File: config.mk
export PLATFORM = sky130hd
export DESIGN_NAME = div_s4_bits
export DESIGN_NICKNAME = d
export VERILOG_FILES = /design/src/rtl/div_s4_pkg.sv /design/src/rtl/div_u4_step.sv /design/src/rtl/div_s4_bits.sv
export SDC_FILE = /design/constraint.sdc
export NUM_CORES = 1
export LEC_CHECK = 0
export CORE_MARGIN = 2
export CORE_UTILIZATION = 45
export DETAILED_ROUTE_END_ITERATION = 7
export DONT_BUFFER_PORTS = 1
export PLACE_DENSITY = 0.58
export SETUP_SLACK_MARGIN = 0.2
export SLEW_MARGIN = 10
export SYNTH_ARGS = -nofsm -noshare
export SYNTH_HDL_FRONTEND = slang
export SYNTH_HIERARCHICAL = 1
export SYNTH_SLANG_ARGS = --single-unit
File: constraint.sdc
create_clock -name clk -period 3.1 [get_ports clk]
set_input_delay 0.62 -clock clk [delete_from_list [all_inputs] [get_ports clk]]
set_output_delay 0.62 -clock clk [all_outputs]
set_load 0.01 [all_outputs]
File: src/rtl/div_s4_pkg.sv
// Shared constants and helpers for the signed 4-bit sequential divider.
// The optional divide-by-zero early exit is controlled by DIV_S4_BITS_DBZ_EN.
package div_s4_pkg;

  localparam int unsigned W = 4;

  localparam logic [1:0] StIdle = 2'd0;
  localparam logic [1:0] StCalc = 2'd1;
  localparam logic [1:0] StFix  = 2'd2;

  // Two's-complement negate, truncated to W bits.
  function automatic logic [W-1:0] neg_w(input logic [W-1:0] v);
    return (~v) + W'(1);
  endfunction

  // Magnitude of a signed W-bit value; |-8| wraps to 4'b1000, read as unsigned.
  function automatic logic [W-1:0] abs_w(input logic [W-1:0] v);
    return v[W-1] ? neg_w(v) : v;
  endfunction

endpackage

File: src/rtl/div_u4_step.sv
// One combinational restoring-division step on unsigned magnitudes.
// Shifts the next dividend bit into the partial remainder and subtracts the divisor if it fits.
module div_u4_step
  import div_s4_pkg::*;
(
  input  logic [W:0]   rem_i,
  input  logic         bit_i,
  input  logic [W-1:0] dvs_i,
  output logic [W:0]   rem_o,
  output logic         q_o
);

  logic [W:0] shifted;
  logic [W:0] dvs_ext;

  // The partial remainder stays below |y| <= 8, so its top bit is always zero before the shift.
  assign shifted = {rem_i[W-1:0], bit_i};
  assign dvs_ext = {1'b0, dvs_i};

  always_comb begin
    q_o   = (shifted >= dvs_ext);
    rem_o = q_o ? (shifted - dvs_ext) : shifted;
  end

endmodule

File: src/rtl/div_s4_bits.sv
// Sequential signed 4-bit divider: sign-magnitude restoring division, one quotient bit per cycle.
// Define DIV_S4_BITS_DBZ_EN to flag a zero divisor and complete early with dbz set.
module div_s4_bits
  import div_s4_pkg::*;
(
  input  logic         clk,
  input  logic         rst_n,
  input  logic         start,
  input  logic [W-1:0] x,
  input  logic [W-1:0] y,
  output logic         busy,
  output logic         done,
  output logic [W-1:0] quot,
  output logic [W-1:0] rem,
  output logic         ovf,
  output logic         dbz
);

  logic [1:0]   state_q, state_d;
  logic [W-1:0] x_q, x_d;
  logic [W-1:0] y_q, y_d;
  logic [W-1:0] xm_q, xm_d;   // |x| shifting out MSB-first, quotient bits shifting in
  logic [W:0]   prem_q, prem_d;
  logic [1:0]   cnt_q, cnt_d;
  logic [W-1:0] quot_q, quot_d;
  logic [W-1:0] rem_q, rem_d;
  logic         ovf_q, ovf_d;
  logic         dbz_q, dbz_d;
  logic         done_q, done_d;

  logic [W:0]   step_rem;
  logic         step_q;
  logic [W-1:0] rmag;

  div_u4_step u_step (
    .rem_i (prem_q),
    .bit_i (xm_q[W-1]),
    .dvs_i (abs_w(y_q)),
    .rem_o (step_rem),
    .q_o   (step_q)
  );

  always_comb begin
    state_d = state_q;
    x_d     = x_q;
    y_d     = y_q;
    xm_d    = xm_q;
    prem_d  = prem_q;
    cnt_d   = cnt_q;
    quot_d  = quot_q;
    rem_d   = rem_q;
    ovf_d   = ovf_q;
    dbz_d   = dbz_q;
    done_d  = 1'b0;
    // A zero divisor would leave |x| in the remainder; the defined result is zero.
    rmag    = (y_q == '0) ? '0 : prem_q[W-1:0];

    case (state_q)
      StIdle: begin
        if (start) begin
          x_d     = x;
          y_d     = y;
          xm_d    = abs_w(x);
          prem_d  = '0;
          cnt_d   = '0;
          state_d = StCalc;
`ifdef DIV_S4_BITS_DBZ_EN
          if (y == '0) begin
            state_d = StFix;
          end
`endif
        end
      end
      StCalc: begin
        prem_d = step_rem;
        xm_d   = {xm_q[W-2:0], step_q};
        cnt_d  = cnt_q + 2'd1;
        if (cnt_q == 2'd3) begin
          state_d = StFix;
        end
      end
      StFix: begin
        done_d  = 1'b1;
        state_d = StIdle;
        quot_d  = (x_q[W-1] ^ y_q[W-1]) ? neg_w(xm_q) : xm_q;
        rem_d   = x_q[W-1] ? neg_w(rmag) : rmag;
        ovf_d   = (x_q == 4'h8) && (y_q == 4'hF);
        dbz_d   = 1'b0;
`ifdef DIV_S4_BITS_DBZ_EN
        if (y_q == '0) begin
          quot_d = '0;
          rem_d  = x_q;
          ovf_d  = 1'b0;
          dbz_d  = 1'b1;
        end
`endif
      end
      default: begin
        state_d = StIdle;
      end
    endcase
  end

  always_ff @(posedge clk or negedge rst_n) begin
    if (!rst_n) begin
      state_q <= StIdle;
      x_q     <= '0;
      y_q     <= '0;
      xm_q    <= '0;
      prem_q  <= '0;
      cnt_q   <= '0;
      quot_q  <= '0;
      rem_q   <= '0;
      ovf_q   <= 1'b0;
      dbz_q   <= 1'b0;
      done_q  <= 1'b0;
    end else begin
      state_q <= state_d;
      x_q     <= x_d;
      y_q     <= y_d;
      xm_q    <= xm_d;
      prem_q  <= prem_d;
      cnt_q   <= cnt_d;
      quot_q  <= quot_d;
      rem_q   <= rem_d;
      ovf_q   <= ovf_d;
      dbz_q   <= dbz_d;
      done_q  <= done_d;
    end
  end

  assign busy = (state_q != StIdle);
  assign done = done_q;
  assign quot = quot_q;
  assign rem  = rem_q;
  assign ovf  = ovf_q;
  assign dbz  = dbz_q;

endmodule
==> flow_summary.ini, run 1 <==
[global_route]
grt_pass1_vias = 1151
grt_first_pass_wirelength_um = 5240
grt_max_degree = 31
grt_use_total_pct = 16.4
grt_overflow = 0
grt_antenna_before_repair = 0

[outcome]
status = finished clean

[timing]
fin_crit_sh_pct = 78.7
fin_hold_ws_ps = 30.9
slew_headroom_pct = 56.3
rsz0062_at_grt = false
hold_viol_final = 0
fin_setup_tns_ps = 0
slew_viol_final = 0
fin_worst_skew_ps = 3.44
fmax_mhz = 410
fin_crit_ps = 2440
setup-violations-final = 0
worst_slew_pin_slew_ps = 654

[yosys]
synth_area_mm2 = 0.00167
synthCells = 160
yosysWarnings = 6
synth_nets = 182
syn_area_per_cell_um2 = 10.4

[final_layout]
drive_above_1_share_pct = 14.8
num-fill-cells = 348
final_common_cell = dfrtp_1
diodes = 0
final_cell_mix = dfrtp_1, inv_1, nand2_1
synthToLayoutAreaGrowth_pct = 6.66
final_net_count = 183

[cts]
hold_buffers = 0
clock-sinks = 30
post_cts_buffers = 0
cts_buffer_depth = 2
cts.root.buffer_cell = clkbuf_8
cts_resized = 0
htreeDepth = 2
clk_pin_slew_ps = 60
cts_tree = built
clk_latency_ps = 280
cts_buffers = 5

[route]
drc = 0
wl_per_cell_um = 14.0
drt_iter0_markers = 65
vias = 1112
viasPerCell = 5.30
antenna_left = 0
routed_wirelength_um = 2940
dr.pass1.iters = 4

[power_and_ir_drop]
powerDensity_mw_per_mm2 = 1250
p_leak_nw = 0.799
vdd_ir_drop_max_mv = 0.421

[setup_path]
slowest_stage = dfrtp_1
worstSetupPathType = register to register
cp.arrival_ps = 2610
slowest_delay_ps = 390
critical_path.cell_chain = inv_1 -> ha_1 -> or2b_1 -> xnor2_1 -> inv_1 -> ha_1 -> nand4_1 -> nand2_2 -> nor2_4 -> mux2_4 -> a22o_1
crit_fanout = 4
setup.worst_path.end_class = register
required_ps = 3270
critPathLaunchType = register

[run]
maxCapViolations = 0

[place]
place.gp.congestion = 0.769
dpl.hpwl_um = 2240
portBuffers = 0

[floorplanning]
pin_count = 23
initial_core_util_pct = 46.4
rows = 22
die_h_um = 65.0
die_w_um = 65.0
coreArea_mm2 = 0.00361
die-area_mm2 = 0.00422

[min_path]
hold_path.class = input port to asynchronous set/reset pin
critical path: cells and delay by family (launching register included):
family,cells,cell delay [ps]
AND/OR/NAND/NOR,4,640
adder cells (fa/ha/maj),2,540
flip-flops,1,390
multiplexers,1,310
AO/OA/AOI/OAI,1,200
buffers and inverters,2,130
XOR/XNOR,1,130
where the power goes:
group	total, mW	internal [mW]	switching [mW]
Clock	0.318	0.179	0.139
Sequential	0.789	0.578	0.210
Combinational	1.13	0.574	0.556
flip-flops by register name (all words and copies together) (netlist names):
register	count
cnt_q	2
prem_q	4
done	1
rem	4
quot	4
x_q	4
y_q	4
xm_q	4
ovf	1
state_q	2
path summary, 6_finish.rpt:
path                                      start               endpoint  slack [ps]  cells after the start
min                                       rst_n    quot[2]$_DFFE_PN0P_          30                      0
min in group clk                           y[0]     y_q[0]$_DFFE_PN0P_         460                      2
max in group asynchronous                 rst_n     y_q[1]$_DFFE_PN0P_        2990                      0
max                          y_q[0]$_DFFE_PN0P_  prem_q[2]$_DFFE_PN0P_         660                     11
max reg2reg                  y_q[0]$_DFFE_PN0P_  prem_q[2]$_DFFE_PN0P_         660                     11
min reg2reg                cnt_q[1]$_DFFE_PN0P_   cnt_q[1]$_DFFE_PN0P_         510                      1
area by class of cell:
cell class | count | area, µm² | share of cell area [%]
Multi-Input combinational cell | 110 | 825 | 46.2
Sequential cell | 30 | 751 | 42.1
Timing Repair Buffer | 1 | 7.51 | 0.421
Clock buffer | 7 | 86.3 | 4.84
Inverter | 13 | 48.8 | 2.74
Tap cell | 48 | 60.1 | 3.37
Clock inverter | 1 | 5.00 | 0.281
routing by layer:
| layer | vias up | GRT usage, % | share of wire, % |
|---|---|---|---|
| li1 | 558 | - | - |
| met4 | 0 | 5.59 | 1.3 |
| met2 | 26 | 26.3 | 45 |
| met1 | 524 | 20.2 | 48 |
| met5 | - | 0 | 0 |
| met3 | 4 | 6.08 | 5.8 |
metrics by stage:
step	worst slack, ps	cell area, µm²	power [mW]	utilization [%]	cells
floorplan	799	1670	1.75	-	160
global placement	745	1690	1.88	46.9	202
detailed placement	651	1690	1.93	46.9	202
CTS	647	1780	2.26	49.4	210
global route	487	1780	2.47	49.4	210
finish	659	1780	2.24	49.4	210
Power figures use the tool's default switching activity.
==> run 2: changes to the inputs <==
==> constraint.sdc (replaced) <==
create_clock -name clk -period 2.26 [get_ports clk]
set_input_delay 0.452 -clock clk [delete_from_list [all_inputs] [get_ports clk]]
set_output_delay 0.452 -clock clk [all_outputs]
set_load 0.01 [all_outputs]
==> run 2 against run 1 <==
Net effect: worst setup slack worse by 610 ps; clock power is 40% higher; register-to-register slack worse by 610 ps; cell count is 7.1% higher; flip-flop and latch count stayed put; clock-buffer cell count is 1 lower; largest power group unchanged.
==> flow_summary.ini, run 2 (synthesis gave the netlist of run 1 again) <==
[outcome]
status = finished clean

[global_route]
grt_first_pass_wirelength_um = 5890
grt_use_total_pct = 18.7
grt_max_degree = 31
grt_pass1_vias = 1266
grt_antenna_before_repair = 0
grt_overflow = 0

[setup_path]
slowest_stage = dfrtp_1
cp.arrival_ps = 2380
crit_buf_inv = 2
rrSetupSlack_ps = 50
required_ps = 2430
cp.depth = 11
slowest_delay_ps = 380
cp-endpoint = prem_q[2]$_DFFE_PN0P_
crit_start = y_q[1]$_DFFE_PN0P_
crit_fanout = 3
critPathTopFamily = compound AO/OA/AOI/OAI gates
critPathLaunchType = register
r2r_end = prem_q[2]$_DFFE_PN0P_
worstSetupPathType = register to register
reg2reg_depth = 11
setup.worst_path.end_class = register
r2r_start = y_q[1]$_DFFE_PN0P_
path_common_cell = ha_4
critical_path.cell_chain = inv_2 -> ha_4 -> or2b_1 -> xnor2_1 -> inv_1 -> ha_4 -> o21ai_2 -> a21oi_2 -> nor2_4 -> mux2_4 -> a22o_1

[final_layout]
synthToLayoutAreaGrowth_pct = 16.7
final_cell_mix = dfrtp_1, buf_4, nand2_1, inv_1
final_net_count = 198
drive_above_1_share_pct = 26.0
diodes = 0
utilization_pct = 54.1
final_common_cell = dfrtp_1

[timing]
fmax_mhz = 452
slew_viol_final = 0
fin_crit_ps = 2210
slew_headroom_pct = 53.9
hold_viol_final = 0
worst_slew_pin_slew_ps = 689
rsz0062_at_grt = true
setup-violations-final = 0
fin_crit_sh_pct = 98.0
fin_hold_ws_ps = 298
fin_worst_skew_ps = 9.00

[route]
dr.pass1.iters = 4
viasPerCell = 5.31
routed_wirelength_um = 3360
drt_iter0_markers = 61
drc = 0
vias = 1194
antenna_left = 0
wl_per_cell_um = 14.9

[power_and_ir_drop]
p_leak_nw = 0.877
clkPwrFrac_pct = 12.6
pwr-share-comb_pct = 57.0
powerDensity_mw_per_mm2 = 1810
p_int_mw = 2.13
p_seq_share_pct = 30.4
switchingPower_mw = 1.39
finalPower_mw = 3.53
switching_share_pct = 39.5
vdd_ir_drop_max_mv = 0.817

[floorplanning]
rows = 22
initial_core_util_pct = 46.4
pin_count = 23
die-area_mm2 = 0.00422
coreArea_mm2 = 0.00361
die_h_um = 65.0
die_w_um = 65.0

[cts]
cts_buffer_depth = 2
clk_pin_slew_ps = 60
cts.root.buffer_cell = clkbuf_8
htreeDepth = 2
cts_tree = built
clock-sinks = 30
cts_buffers = 5
clk_latency_ps = 280

[place]
portBuffers = 0
dpl.hpwl_um = 2340
place.gp.congestion = 0.807

[min_path]
hold_path.class = input port to register

[run]
maxCapViolations = 0
## run 2: changes by cell type in the layout (fill, tap and decap cells not counted), sizes merged
cell         change
clkinvlp         +1
buf             +14
clkbuf           -1
dlygate4sd3      +1
## run 2: power by group through the flow
stage / Clock [mW] / Sequential (mW) / Combinational [mW]
after floorplan: 0 / 1.01 / 1.44
after CTS: 0.461 / 1.07 / 1.93
after global placement: 0 / 1.06 / 1.65
after detailed placement: 0 / 1.08 / 1.73
final: 0.444 / 1.07 / 2.01
after global routing: 0.487 / 1.12 / 2.26
## run 2: how the worst min path moves through the flow
stage          slack (ps)                    to  startpoint  depth (start not counted)
2_1_floorplan         160  cnt_q[0]$_DFFE_PN0P_       rst_n                          0
3_3_place_gp          160    rem[3]$_DFFE_PN0P_       rst_n                          0
3_5_place_dp          160    rem[0]$_DFFE_PN0P_       rst_n                          0
4_1_cts               290    y_q[1]$_DFFE_PN0P_        y[1]                          2
5_1_grt               310    y_q[0]$_DFFE_PN0P_        y[0]                          2
6_report              300    y_q[1]$_DFFE_PN0P_        y[1]                          2
## run 2: repair_timing
action | 4_1_cts | 5_1_grt
gates resized for setup | 5 | 3
endpoints found under the setup margin | 5 | 6
pin swaps | 5 | 6
setup buffers | 6 | 2
hold buffers | 2 | 0
hold endpoints to repair | 30 | 0
## run 2: metrics by stage
step	worst slack (ps)	instances	cell area, µm²	setup TNS (ps)
finish	45.3	225	1950	0
global route	-62.2	225	1950	-114
CTS	54.3	223	1920	0
detailed placement	-35.6	207	1740	-40.5
global placement	63.6	207	1740	0
floorplan	56.0	160	1680	0
## run 2: worst reg2reg max path: stages, from the launching register on
cell and delay (ps):
dfrtp_1 380, inv_2 60, ha_4 150, or2b_1 220, xnor2_1 130, inv_1 80, ha_4 280, o21ai_2 60
a21oi_2 180, nor2_4 70, mux2_4 290, a22o_1 200
## run 2: cell type report
class                   count  area (µm²)
inverters                  13        48.8
clock inverters             2        12.5
well taps                  48        60.1
fillers                   327        1660
clock buffers               6        82.6
flip-flops and latches     30         751
multi-input cells         110         861
repair buffers             16         135
## run 2: layer usage
metal	part of all wire, %	global-route usage [%]	wire, µm	vias to the layer above
li1	-	-	-	584
met1	44	21.8	1480	577
met2	48	29.8	1610	27
met3	6.3	6.94	213	6
met4	1.6	9.57	53	0
met5	0	0	0	-
==> run 3: changes to the inputs <==
==> constraint.sdc (replaced) <==
create_clock -name clk -period 2.6 [get_ports clk]
set_input_delay 0.52 -clock clk [delete_from_list [all_inputs] [get_ports clk]]
set_output_delay 0.52 -clock clk [all_outputs]
set_load 0.01 [all_outputs]
==> run 3 against run 2 <==
Net effect: worst setup slack improved by 290 ps; non-clock buffer count is 10 lower; critical endpoint unchanged; clock-buffer cell count grew 1; total power shrank 20%; via count is 3.7% lower; wire length fell by 11%; critical path depth stayed put; largest cell class unchanged; hold slack got worse by 250 ps.
==> flow_summary.ini, run 3 (synthesis gave the netlist of run 1 again) <==
[outcome]
status = finished clean

[global_route]
grt_max_degree = 31
grt_overflow = 0
grt_use_total_pct = 16.9
grt_pass1_vias = 1192
grt_antenna_before_repair = 0
grt_first_pass_wirelength_um = 5220

[power_and_ir_drop]
powerDensity_mw_per_mm2 = 1520
vdd_ir_drop_max_mv = 0.590
p_leak_nw = 0.829

[run]
maxCapViolations = 0

[floorplanning]
pin_count = 23
die_w_um = 65.0
die-area_mm2 = 0.00422
die_h_um = 65.0
coreArea_mm2 = 0.00361
initial_core_util_pct = 46.4
rows = 22

[timing]
fin_crit_ps = 2270
setup-violations-final = 0
worst_slew_pin_slew_ps = 627
hold_viol_final = 0
fmax_mhz = 441
fin_crit_sh_pct = 87.2
fin_setup_tns_ps = 0
fin_hold_ws_ps = 51.7
fin_worst_skew_ps = 4.56
slew_viol_final = 0
slew_headroom_pct = 58.0
rsz0062_at_grt = false

[route]
wl_per_cell_um = 13.8
vias = 1150
routed_wirelength_um = 2970
dr.pass1.iters = 2
viasPerCell = 5.35
antenna_left = 0
drc = 0
drt_iter0_markers = 30

[cts]
cts_buffer_depth = 2
clock-sinks = 30
cts_buffers = 5
cts.root.buffer_cell = clkbuf_8
clk_pin_slew_ps = 60
cts_tree = built
clk_latency_ps = 280
htreeDepth = 2

[final_layout]
num-fill-cells = 341
final_common_cell = dfrtp_1
final_net_count = 188
multi_input_area_um2 = 841
synthToLayoutAreaGrowth_pct = 10.6
final_cell_mix = dfrtp_1, inv_1, nand2_1, nor2_1
diodes = 0
drive_above_1_share_pct = 19.2
final-seq-area_um2 = 751

[place]
dpl.hpwl_um = 2260
portBuffers = 0
place.gp.congestion = 0.769

[min_path]
hold_path.class = input port to asynchronous set/reset pin

[setup_path]
setup.worst_path.end_class = register
crit_buf_inv = 2
slowest_stage = dfrtp_1
crit_fanout = 4
critPathTopFamily = adder cells
cp.arrival_ps = 2440
critPathLaunchType = register
worstSetupPathType = register to register
critical_path.cell_chain = inv_2 -> ha_1 -> or2b_1 -> xnor2_1 -> inv_1 -> ha_4 -> o21ai_2 -> a21oi_2 -> nor2_4 -> mux2_4 -> a22o_1
required_ps = 2780
slowest_delay_ps = 380
run 3: final timing paths:
path	from	end	slack (ps)	depth (start not counted)
setup / recovery	y_q[1]$_DFFE_PN0P_	prem_q[2]$_DFFE_PN0P_	330	11
hold / removal	rst_n	prem_q[2]$_DFFE_PN0P_	50	1
setup reg to reg	y_q[1]$_DFFE_PN0P_	prem_q[2]$_DFFE_PN0P_	330	11
hold reg to reg	cnt_q[1]$_DFFE_PN0P_	cnt_q[1]$_DFFE_PN0P_	510	1
max in group asynchronous	rst_n	done$_DFF_PN0_	2390	1
min in group clk	y[1]	y_q[1]$_DFFE_PN0P_	360	2
run 3: power by group:
| group | total, mW | switching [mW] | internal, mW |
|---|---|---|---|
| combinational | 1.48 | 0.695 | 0.782 |
| clock | 0.385 | 0.172 | 0.213 |
| sequential | 0.941 | 0.252 | 0.689 |
| total | 2.80 | 1.12 | 1.68 |
run 3: layout make-up:
cell class,count,area share [%]
clock inverter,1,0.271
tap,48,3.25
multi-input combinational,110,45.5
sequential,30,40.6
inverter,13,2.64
clock buffer,7,4.67
timing repair buffer,6,3.11
run 3: per-layer routing:
metal	vias to the layer above	global-route usage (%)	share of wire, %
met3	5	6.42	5.9
met5	-	0	0
met1	550	19.0	44
met4	0	9.57	1.5
li1	570	-	-
met2	25	27.3	49
run 3: worst reg2reg max path, delay by kind of cell, from the launching register on:
family | cells | cell delay, ps
and+or+nand+nor | 2 | 290
muxes | 1 | 290
adders and majority gates | 2 | 470
DFF | 1 | 380
AOI/OAI and AO/OA | 3 | 440
xor gates and xnor gates | 1 | 130
buffers and inverters | 2 | 140
run 3: what timing repair did:
item | 4_1_cts | 5_1_grt
endpoints found under the setup margin | 1 | 4
hold buffers | 1 | 0
pin swaps | 1 | 1
gates resized for setup | 0 | 4
buffers inserted | 2 | 1
endpoints found under the hold margin | 30 | 0
run 3: metrics by stage:
step | worst slack, ps | power [mW] | instances | util (%) | area (µm²)
global placement | 245 | 2.25 | 203 | 47.1 | 1700
finish | 332 | 2.80 | 215 | 51.3 | 1850
detailed placement | 178 | 2.32 | 203 | 47.1 | 1700
floorplan | 299 | 2.09 | 160 | - | 1670
CTS | 246 | 2.77 | 214 | 50.6 | 1830
global route | 220 | 3.07 | 215 | 51.3 | 1850
